### src/rtl/free_record_mode_pkg.sv
// Shared definitions for the free-play record/playback mode.
// Holds the mode state encoding, the default key/length/octave geometry
// and the event record layout {octave, note, len} used on the sound
// interface and in the record buffer.
package free_record_mode_pkg;

  localparam int DEF_NOTE_KEYS   = 7;
  localparam int DEF_LEN_BITS    = 2;
  localparam int DEF_OCT_BITS    = 3;
  localparam int DEF_OCT_MIN     = 1;
  localparam int DEF_OCT_MAX     = 7;
  localparam int DEF_OCT_DEFAULT = 4;
  localparam int DEF_NOTE_BITS   = $clog2(DEF_NOTE_KEYS + 1);

  typedef enum logic [1:0] {
    ST_IDLE   = 2'd0,
    ST_RECORD = 2'd1,
    ST_PLAY   = 2'd2
  } mode_state_e;

  // Event record, most significant field first. Top-level code packs
  // the same order into flat vectors so non-default widths still work.
  typedef struct packed {
    logic [DEF_OCT_BITS-1:0]  octave;
    logic [DEF_NOTE_BITS-1:0] note;
    logic [DEF_LEN_BITS-1:0]  len;
  } note_evt_t;

endpackage

### src/rtl/free_record_mode_note_buffer.sv
// Record buffer: DEPTH x W register array with an append pointer that
// doubles as the entry count, plus a full flag.
//   clk, rst     : clock, synchronous active-high reset (count only)
//   clr          : empty the buffer (count -> 0)
//   wr_en/wr_data: append one entry; ignored when full
//   rd_addr      : combinational read address; rd_data: entry at rd_addr
//   count        : stored entries (0..DEPTH); full: count == DEPTH
module note_buffer
  import free_record_mode_pkg::*;
#(
  parameter int DEPTH = 64,
  parameter int W     = 8,
  localparam int AW   = $clog2(DEPTH)
) (
  input  logic          clk,
  input  logic          rst,
  input  logic          clr,
  input  logic          wr_en,
  input  logic [W-1:0]  wr_data,
  input  logic [AW-1:0] rd_addr,
  output logic [W-1:0]  rd_data,
  output logic [AW:0]   count,
  output logic          full
);

  logic [W-1:0] mem [DEPTH];
  logic         do_wr;

  assign full    = (count == (AW+1)'(DEPTH));
  assign do_wr   = wr_en && !full && !clr;
  assign rd_data = mem[rd_addr];

  always_ff @(posedge clk) begin
    if (rst)        count <= '0;
    else if (clr)   count <= '0;
    else if (do_wr) count <= count + 1'b1;
  end

  // Storage is not reset: only entries below count are ever read.
  always_ff @(posedge clk) begin
    if (do_wr) mem[count[AW-1:0]] <= wr_data;
  end

endmodule

### src/rtl/free_record_mode.sv
// Free-play mode with note recording and playback.
// Converts debounced key/octave/length inputs into sound events, records
// accepted events while in RECORD and replays them in PLAY.
// Build option: define LOOP_PLAY_EN to make PLAY wrap to the first entry
// and repeat until stop or en low; otherwise PLAY is a single pass.
// Ports:
//   clk, rst                 : clock, synchronous active-high reset
//   en                       : mode enable (low forces IDLE, blocks events)
//   hit, note_key, length_key: play request level, keys, length code
//   oct_up, oct_down         : octave adjust levels (rising edge acts)
//   rec_start, play_start, stop : single-cycle mode control pulses
//   snd_valid/snd_ready      : event handshake to sound unit
//   snd_octave/snd_note/snd_len : event fields, stable while valid
//   snd_done                 : sound unit finished current note
//   led                      : one-hot of sounding note
//   state_o                  : IDLE=0, RECORD=1, PLAY=2
//   rec_count, buf_full      : record buffer occupancy
module free_record_mode
  import free_record_mode_pkg::*;
#(
  parameter int NOTE_KEYS   = DEF_NOTE_KEYS,
  parameter int LEN_BITS    = DEF_LEN_BITS,
  parameter int OCT_BITS    = DEF_OCT_BITS,
  parameter int OCT_MIN     = DEF_OCT_MIN,
  parameter int OCT_MAX     = DEF_OCT_MAX,
  parameter int OCT_DEFAULT = DEF_OCT_DEFAULT,
  parameter int DEPTH       = 64,
  localparam int NOTE_BITS  = $clog2(NOTE_KEYS + 1),
  localparam int CNT_BITS   = $clog2(DEPTH) + 1
) (
  input  logic                 clk,
  input  logic                 rst,
  input  logic                 en,
  input  logic                 hit,
  input  logic [NOTE_KEYS-1:0] note_key,
  input  logic [LEN_BITS-1:0]  length_key,
  input  logic                 oct_up,
  input  logic                 oct_down,
  input  logic                 rec_start,
  input  logic                 play_start,
  input  logic                 stop,
  output logic                 snd_valid,
  input  logic                 snd_ready,
  output logic [OCT_BITS-1:0]  snd_octave,
  output logic [NOTE_BITS-1:0] snd_note,
  output logic [LEN_BITS-1:0]  snd_len,
  input  logic                 snd_done,
  output logic [NOTE_KEYS-1:0] led,
  output logic [1:0]           state_o,
  output logic [CNT_BITS-1:0]  rec_count,
  output logic                 buf_full
);

  localparam int AW    = CNT_BITS - 1;
  localparam int EVT_W = OCT_BITS + NOTE_BITS + LEN_BITS;

`ifdef LOOP_PLAY_EN
  localparam bit LOOP_PLAY = 1'b1;
`else
  localparam bit LOOP_PLAY = 1'b0;
`endif

  mode_state_e state_q, state_d;

  logic                 hit_q, up_q, dn_q;
  logic                 hit_e, up_e, dn_e;
  logic [OCT_BITS-1:0]  octave_q;
  logic                 out_q;      // event issued, snd_done not yet seen
  logic [CNT_BITS-1:0]  ptr_q;
  logic [NOTE_BITS-1:0] key_note;
  logic [EVT_W-1:0]     rd_data;
  logic                 accept, done_evt, last_done;
  logic                 issue_live, issue_play, buf_wr, buf_clr, play_exit;

  assign hit_e = hit & ~hit_q;
  assign up_e  = oct_up & ~up_q;
  assign dn_e  = oct_down & ~dn_q;

  assign accept    = snd_valid & snd_ready;
  assign done_evt  = snd_done & out_q;
  assign last_done = done_evt && (ptr_q + 1'b1 == rec_count);

  // Lowest set key wins; note code is key index + 1.
  always_comb begin
    key_note = '0;
    for (int i = NOTE_KEYS - 1; i >= 0; i--)
      if (note_key[i]) key_note = NOTE_BITS'(i + 1);
  end

  always_comb begin
    state_d = state_q;
    if (!en) state_d = ST_IDLE;
    else begin
      case (state_q)
        ST_IDLE: begin
          if (stop)                                state_d = ST_IDLE;
          else if (rec_start)                      state_d = ST_RECORD;
          else if (play_start && rec_count != '0)  state_d = ST_PLAY;
        end
        ST_RECORD: if (stop) state_d = ST_IDLE;
        ST_PLAY: begin
          if (stop)                         state_d = ST_IDLE;
          else if (last_done && !LOOP_PLAY) state_d = ST_IDLE;
        end
        default: state_d = ST_IDLE;
      endcase
    end
  end

  always_ff @(posedge clk) begin
    if (rst) state_q <= ST_IDLE;
    else     state_q <= state_d;
  end

  assign state_o = state_q;

  assign issue_live = en && state_q != ST_PLAY && state_d != ST_PLAY &&
                      hit_e && (|note_key) && !out_q;
  assign issue_play = state_q == ST_PLAY && state_d == ST_PLAY && !out_q;
  assign play_exit  = state_q == ST_PLAY && state_d != ST_PLAY;
  assign buf_wr     = en && state_q == ST_RECORD && accept;
  assign buf_clr    = state_q == ST_IDLE && state_d == ST_RECORD;

  always_ff @(posedge clk) begin
    // History follows the inputs even during reset, so a level held
    // through reset is not seen as an edge afterwards.
    hit_q <= hit;
    up_q  <= oct_up;
    dn_q  <= oct_down;
    if (rst) begin
      octave_q   <= OCT_BITS'(OCT_DEFAULT);
      snd_valid  <= 1'b0;
      snd_octave <= '0;
      snd_note   <= '0;
      snd_len    <= '0;
      led        <= '0;
      out_q      <= 1'b0;
      ptr_q      <= '0;
    end else begin
      // Simultaneous up and down cancel.
      if (en && state_q != ST_PLAY && (up_e ^ dn_e)) begin
        if (up_e && octave_q != OCT_BITS'(OCT_MAX))      octave_q <= octave_q + 1'b1;
        else if (dn_e && octave_q != OCT_BITS'(OCT_MIN)) octave_q <= octave_q - 1'b1;
      end

      if (state_q == ST_IDLE && state_d == ST_PLAY) ptr_q <= '0;
      else if (state_q == ST_PLAY && done_evt)
        ptr_q <= last_done ? '0 : ptr_q + 1'b1;

      // Leaving PLAY abandons the in-flight note, so a late snd_done
      // must not count against anything.
      if (!en || play_exit) begin
        snd_valid <= 1'b0;
        out_q     <= 1'b0;
      end else if (issue_live || issue_play) begin
        snd_valid <= 1'b1;
        out_q     <= 1'b1;
        {snd_octave, snd_note, snd_len} <= issue_play ? rd_data
                                           : {octave_q, key_note, length_key};
      end else begin
        if (accept)   snd_valid <= 1'b0;
        if (done_evt) out_q     <= 1'b0;
      end

      if (!en || stop) led <= '0;
      else if (accept) led <= {{(NOTE_KEYS-1){1'b0}}, 1'b1} << (snd_note - 1'b1);
      else if (done_evt) led <= '0;
    end
  end

  note_buffer #(.DEPTH(DEPTH), .W(EVT_W)) u_buf (
    .clk     (clk),
    .rst     (rst),
    .clr     (buf_clr),
    .wr_en   (buf_wr),
    .wr_data ({snd_octave, snd_note, snd_len}),
    .rd_addr (ptr_q[AW-1:0]),
    .rd_data (rd_data),
    .count   (rec_count),
    .full    (buf_full)
  );

endmodule

### config.mk
export PLATFORM = sky130hd
export DESIGN_NAME = free_record_mode
export DESIGN_NICKNAME = d
export VERILOG_FILES = /design/src/rtl/free_record_mode_pkg.sv /design/src/rtl/free_record_mode_note_buffer.sv /design/src/rtl/free_record_mode.sv
export SDC_FILE = /design/constraint.sdc
export NUM_CORES = 1
export LEC_CHECK = 0
export BUFFER_PORTS_ARGS = -buffer_cell sky130_fd_sc_hd__buf_2
export CAP_MARGIN = 20
export CORE_MARGIN = 3
export CORE_UTILIZATION = 55
export DETAILED_ROUTE_END_ITERATION = 6
export PLACE_DENSITY = 0.74
export SLEW_MARGIN = 10
export SYNTH_ARGS = -nofsm -noshare
export SYNTH_HDL_FRONTEND = slang
export SYNTH_SLANG_ARGS = --single-unit
### constraint.sdc
create_clock -name clk -period 2.1 [get_ports clk]
set_input_delay 0.21 -clock clk [delete_from_list [all_inputs] [get_ports clk]]
set_output_delay 0.21 -clock clk [all_outputs]
set_load 0.02 [all_outputs]
## Word-level counts from Yosys, hierarchy flattened

Memories as Yosys holds them, arrays and structs flattened. A register that Yosys moved wholly into a read port is not among the register bits.
Index checks and enable logic that the tools add are counted.

- $add $sub $neg: 5
- Equal/unequal tests: 10
- Shifts and indexed selects: 1
- Muxes and demuxes: 29
- Bitwise logic cells: 10
- Reductions and logical operators: 40

Operator list:

| kind | count |
|---|---|
| $mux W3 | 9 |
| $mux W7 | 3 |
| $logic_and A1 B1 Y1 | 20 |
| $add A7 B1 Y7 const B | 2 |
| $mux W2 | 7 |
| $mux W6 | 2 |
| $mux W8 | 1 |
| $reduce_bool A2 Y1 | 4 |
| $reduce_or A2 Y1 | 4 |
| $eq A7 B7 Y1 | 1 |
| $eq A7 B7 Y1 const B | 1 |
| $reduce_bool A7 Y1 | 1 |
| $reduce_or A7 Y1 | 1 |
| $shl A1 B3 Y7 const A | 1 |
| $mux W1 | 6 |
| $pmux W2 S3 | 1 |
| $sub A3 B1 Y3 const B | 2 |
| $and A1 B1 Y1 | 5 |
| $eq A2 B1 Y1 const B | 2 |
| $eq A2 B2 Y1 const B | 2 |
| $logic_not A1 Y1 | 4 |
| $ne A2 B2 Y1 const B | 2 |
| $not A1 Y1 | 4 |
| $reduce_and A2 Y1 | 2 |
| other kinds (6) | 8 |

- Bits in registers: 39
- Bits in writable memories: 512
- Input port bits: 20
- Output and inout port bits: 26
- Logic and storage cells: 109
- Memories: 1

Memory list:

| name | words | bits a word | rd ports | clocked after memory_dff | wr ports | RTL line | source |
|---|---|---|---|---|---|---|---|
| u_buf.mem | 64 | 8 | 1 | 1 | 1 | free_record_mode_note_buffer.sv:26 | `logic [W-1:0] mem [DEPTH];` |

## Logic depth before layout (Yosys ltp)

- Depth after elaboration: 14
- Depth in mapped cells: 10
- Gate-level depth less buffers: 7

## By module

A second synthesis with hierarchy kept.

- Cells, all modules: 1214
- Area, all modules: 22265.1 µm²

Modules (own cells, without submodules):

| module | instances | cells an instance | area each (µm²) |
|---|---|---|---|
| note_buffer | 1 | 976 | 20249.4 |
| free_record_mode | 1 | 238 | 2015.7 |

## Worst setup path before layout

No wires, ideal clock.

- Path type: register to register
- From: register snd_note[1]
- To: register led[6]
- Setup time: 124 ps
- Data arrival time: 2139 ps
- Required time: 1976 ps
- Path slack: -163 ps
- Stages on the path, launching flop included: 6
- Path buffers: 0
- Period minus slack after synthesis: 2263 ps
- Path through: dfxtp_1 > nor2_1 > ha_1 > and3_1 > a32oi_1 > nor2_1

- Longest elaborated chain between the ends: 3

RTL lines:

| what | RTL line | source |
|---|---|---|
| start, declared | free_record_mode.sv:45 | `output logic [NOTE_BITS-1:0] snd_note,` |
| start signal, assigned | free_record_mode.sv:158 | `{snd_octave, snd_note, snd_len} <= issue_play ? rd_data` |
| $sub A3 B1 Y3 | free_record_mode.sv:166 | `else if (accept) led <= {{(NOTE_KEYS-1){1'b0}}, 1'b1} << (snd_note - 1'b1);` |
| $shl A1 B3 Y7 | free_record_mode.sv:166 |  |
| $mux W7 | free_record_mode.sv:166 |  |
| end signal, assigned | free_record_mode.sv:166 |  |
| end, declared | free_record_mode.sv:48 | `output logic [NOTE_KEYS-1:0] led,` |

Every way passes these cells.
A chain may end at the register's enable or synchronous reset.

==> impl_metrics.json <==
{
  "outcome": "finished with violations",
  "violations": "negative setup slack",
  "ys_seq_area_share_pct": 72.94,
  "synth_cell_type_count": 70,
  "die-area_mm2": 0.04302,
  "min_path_cells": 4,
  "hold_class": "in2reg",
  "ir_drop_v": 0.0006375,
  "grt_use_met2_pct": 39.56,
  "ys_seq_elements": 557,
  "grt_max_degree": 65,
  "cts_tree": "done",
  "globalRouteTotalUtil_pct": 25.35,
  "r2r_slack_ps": -160,
  "drtIter0Drc": 1803,
  "avgSynthCellArea_um2": 19.22,
  "crit_arrival_ps": 2720,
  "dpl.cell_count": 1861,
  "startpoint_type": "flop",
  "p_per_area_mw_per_mm2": 819.5,
  "die_h_um": 207.4,
  "cts_root_buf": "clkbuf_16",
  "dp_worst_setup_slack_ps": -269.3,
  "rr_worst_depth": 6,
  "fin_cells": 1980,
  "p_leak_nw": 8.742,
  "finalSetupViolCount": 8,
  "layout_common_cells": "512 x edfxtp_1, 174 x buf_4, 135 x mux4_2, 98 x nor2_1, 56 x clkbuf_16",
  "boundaryPins": 46,
  "grt_pass1_wl_mm": 81.36,
  "htreeDepth": 2,
  "drive_above_1_share_pct": 36.29,
  "hold_viol": 0,
  "syn_to_final_growth_pct": 19.50,
  "die_width_um": 207.4,
  "wl_per_cell_um": 28.07,
  "skew_ps": 21.37,
  "fin_tns_setup_ps": -946.7,
  "synth_async_sr_flop_share_pct": 0,
  "cts_buffers": 53,
  "first_pass_iters": 5,
  "critPathMaxStageDelay_ps": 530,
  "maxCapViolations": 0,
  "rsz0062_at_grt": "yes",
  "syn_inst": 1161,
  "grt_use_met3_pct": 5.078,
  "clk_pin_slew_ps": 60,
  "fin_ws_ps": -155.2,
  "period_share_pct": 107.4,
  "slew_headroom_pct": 54.01,
  "clockBufferDepth": 3,
  "final_common_cell": "edfxtp_1",
  "fmax_mhz": 443.4,
  "synth_area_leaders": "edfxtp_1 69%, mux4_2 14%, dfxtp_1 4.0%",
  "hold_end": "snd_len[0]",
  "routed_wl_mm": 55.57,
  "coreArea_mm2": 0.03991,
  "drv_slew": 0,
  "first_global_vias": 12650,
  "crit_path_frequent_cell": "mux4_2",
  "insertedDiodeCount": 0,
  "synth_area_leader_cell": "edfxtp_1",
  "drtAntennaViolNets": 0,
  "cp_cell_sequence": "buf_12 -> buf_4 -> mux4_2 -> mux4_2 -> o221ai_4 -> a41oi_1",
  "grt-ovfl-total": 0,
  "netlist_area_mm2": 0.02231,
  "use_met1_pct": 36.78,
  "busiest_layer": "met2",
  "min_period_ps": 2255,
  "antenna_found_initial": 0,
  "viasPerCell": 6.388,
  "totalPowerFinal_mw": 21.85,
  "crit_required_ps": 2560,
  "via_count": 12650,
  "place_congestion": 0.8654,
  "critical-path-slowest-cell": "mux4_2",
  "rr_endpoint": "snd_note[0]",
  "fin_util_pct": 66.80,
  "synthFlopType": "edfxtp_1",
  "rows": 73,
  "worstMarginPinSlew_ps": 689.8,
  "detailed_place_hpwl_mm": 35.19,
  "min-delay-start": "length_key[0]",
  "cp-end-kind": "flop",
  "critical_path_class": "reg2reg",
  "clk_latency_ps": 610,
  "start_util_pct": 55.90,
  "yosysWarnings": 0,
  "syn_nets": 1189,
  "port_buffers": 45,
  "nNetsFinal": 1438,
  "cts_sinks": 557,
  "synth_edf_count": 512,
  "drc": 0,
  "synth_top_cell_area_share_pct": 68.91,
  "critPathMaxFanout": 10
}
## cell usage after synthesis, types with 12 or more instances
| master | n |
|---|---|
| edfxtp_1 | 512 |
| mux4_2 | 134 |
| nor2_1 | 100 |
| dfxtp_1 | 45 |
| nand2_1 | 30 |
| clkbuf_1 | 24 |
| mux2i_1 | 23 |
| a21oi_1 | 17 |
| nand3_1 | 16 |
| nor3_1 | 15 |
| inv_1 | 14 |
| nor2b_1 | 14 |
| buf_4 | 13 |
| a22oi_1 | 12 |
## routing by layer
metal | up-vias | wire (um) | share of wire [%]
li1 | 5244 | - | -
met1 | 6490 | 21930 | 39
met2 | 778 | 26410 | 48
met3 | 137 | 5212 | 9.4
met4 | 0 | 2016 | 3.6
met5 | - | 0 | 0
## how the worst max path moves through the flow
| stage | start | end | slack, ps | depth (start not counted) |
|---|---|---|---|---|
| floorplan | u_buf.count[3] | u_buf.mem[13][0] | -50 | 4 |
| global placement | flop | snd_note[1] | -290 | 7 |
| detailed placement | flop | snd_note[1] | -270 | 7 |
| CTS | flop | snd_len[1] | -180 | 7 |
| global route | flop | snd_note[2] | -200 | 6 |
| finish | flop | snd_note[0] | -160 | 6 |
## report_power, final
| part | internal, mW | total, mW | switching (mW) | leakage, nW |
|---|---|---|---|---|
| clock | 5.43 | 9.47 | 4.04 | 0.874 |
| sequential | 12.1 | 12.1 | 0.0410 | 4.99 |
| combinational | 0.0946 | 0.286 | 0.192 | 2.88 |
| total | 17.6 | 21.9 | 4.28 | 8.74 |
## worst max-delay path, delay by kind of cell (launching register included)
kind / cells / cell delay (ps)
buffers and inverters: 2 / 330
AO/OA/AOI/OAI: 2 / 360
flip-flops: 1 / 400
multiplexers: 2 / 1030
## flip-flops by register name, summed over array words and instances, names as in the netlist, named ones only
name         count
hit_q            1
u_buf.count      7
dn_q             1
state_o          2
led              7
up_q             1
octave_q         3
ptr_q            7
snd_len          2
out_q            1
snd_valid        1
u_buf.mem      512
snd_octave       3
snd_note         3
## metrics by stage
step | hold WS (ps) | area, um2
3_3_place_gp | 338.7 | 24400
3_5_place_dp | 339.4 | 24400
6_report | 48.35 | 26660
2_1_floorplan | 237.7 | 22320
4_1_cts | 20.77 | 26420
5_1_grt | 46.17 | 26660
## layout make-up
type	instances	area, um2
fillers	2494	13250
well taps	525	656.9
flip-flops and latches	557	16300
inverters	14	52.55
clock inverters	31	235.2
multi-input cells	528	5749
repair buffers	256	2163
clock buffers	69	1509
## cells by family after synthesis
family / synth area share [%]
AOI/OAI and AO/OA: 3.611
muxes: 15.50
and+or+nand+nor: 4.912
DFF: 72.94
xor gates and xnor gates: 0.4318
buffers and inverters: 2.153
adders and majority gates: 0.4486
## timing repair
action                                 CTS  global route
setup endpoints to repair               15           111
pin swaps                                2             7
gates cloned                             2             1
hold buffers                             8             0
resized for setup                       29            30
setup buffers                            1             7
endpoints found under the hold margin   10             0
Power figures use the tool's default switching activity.
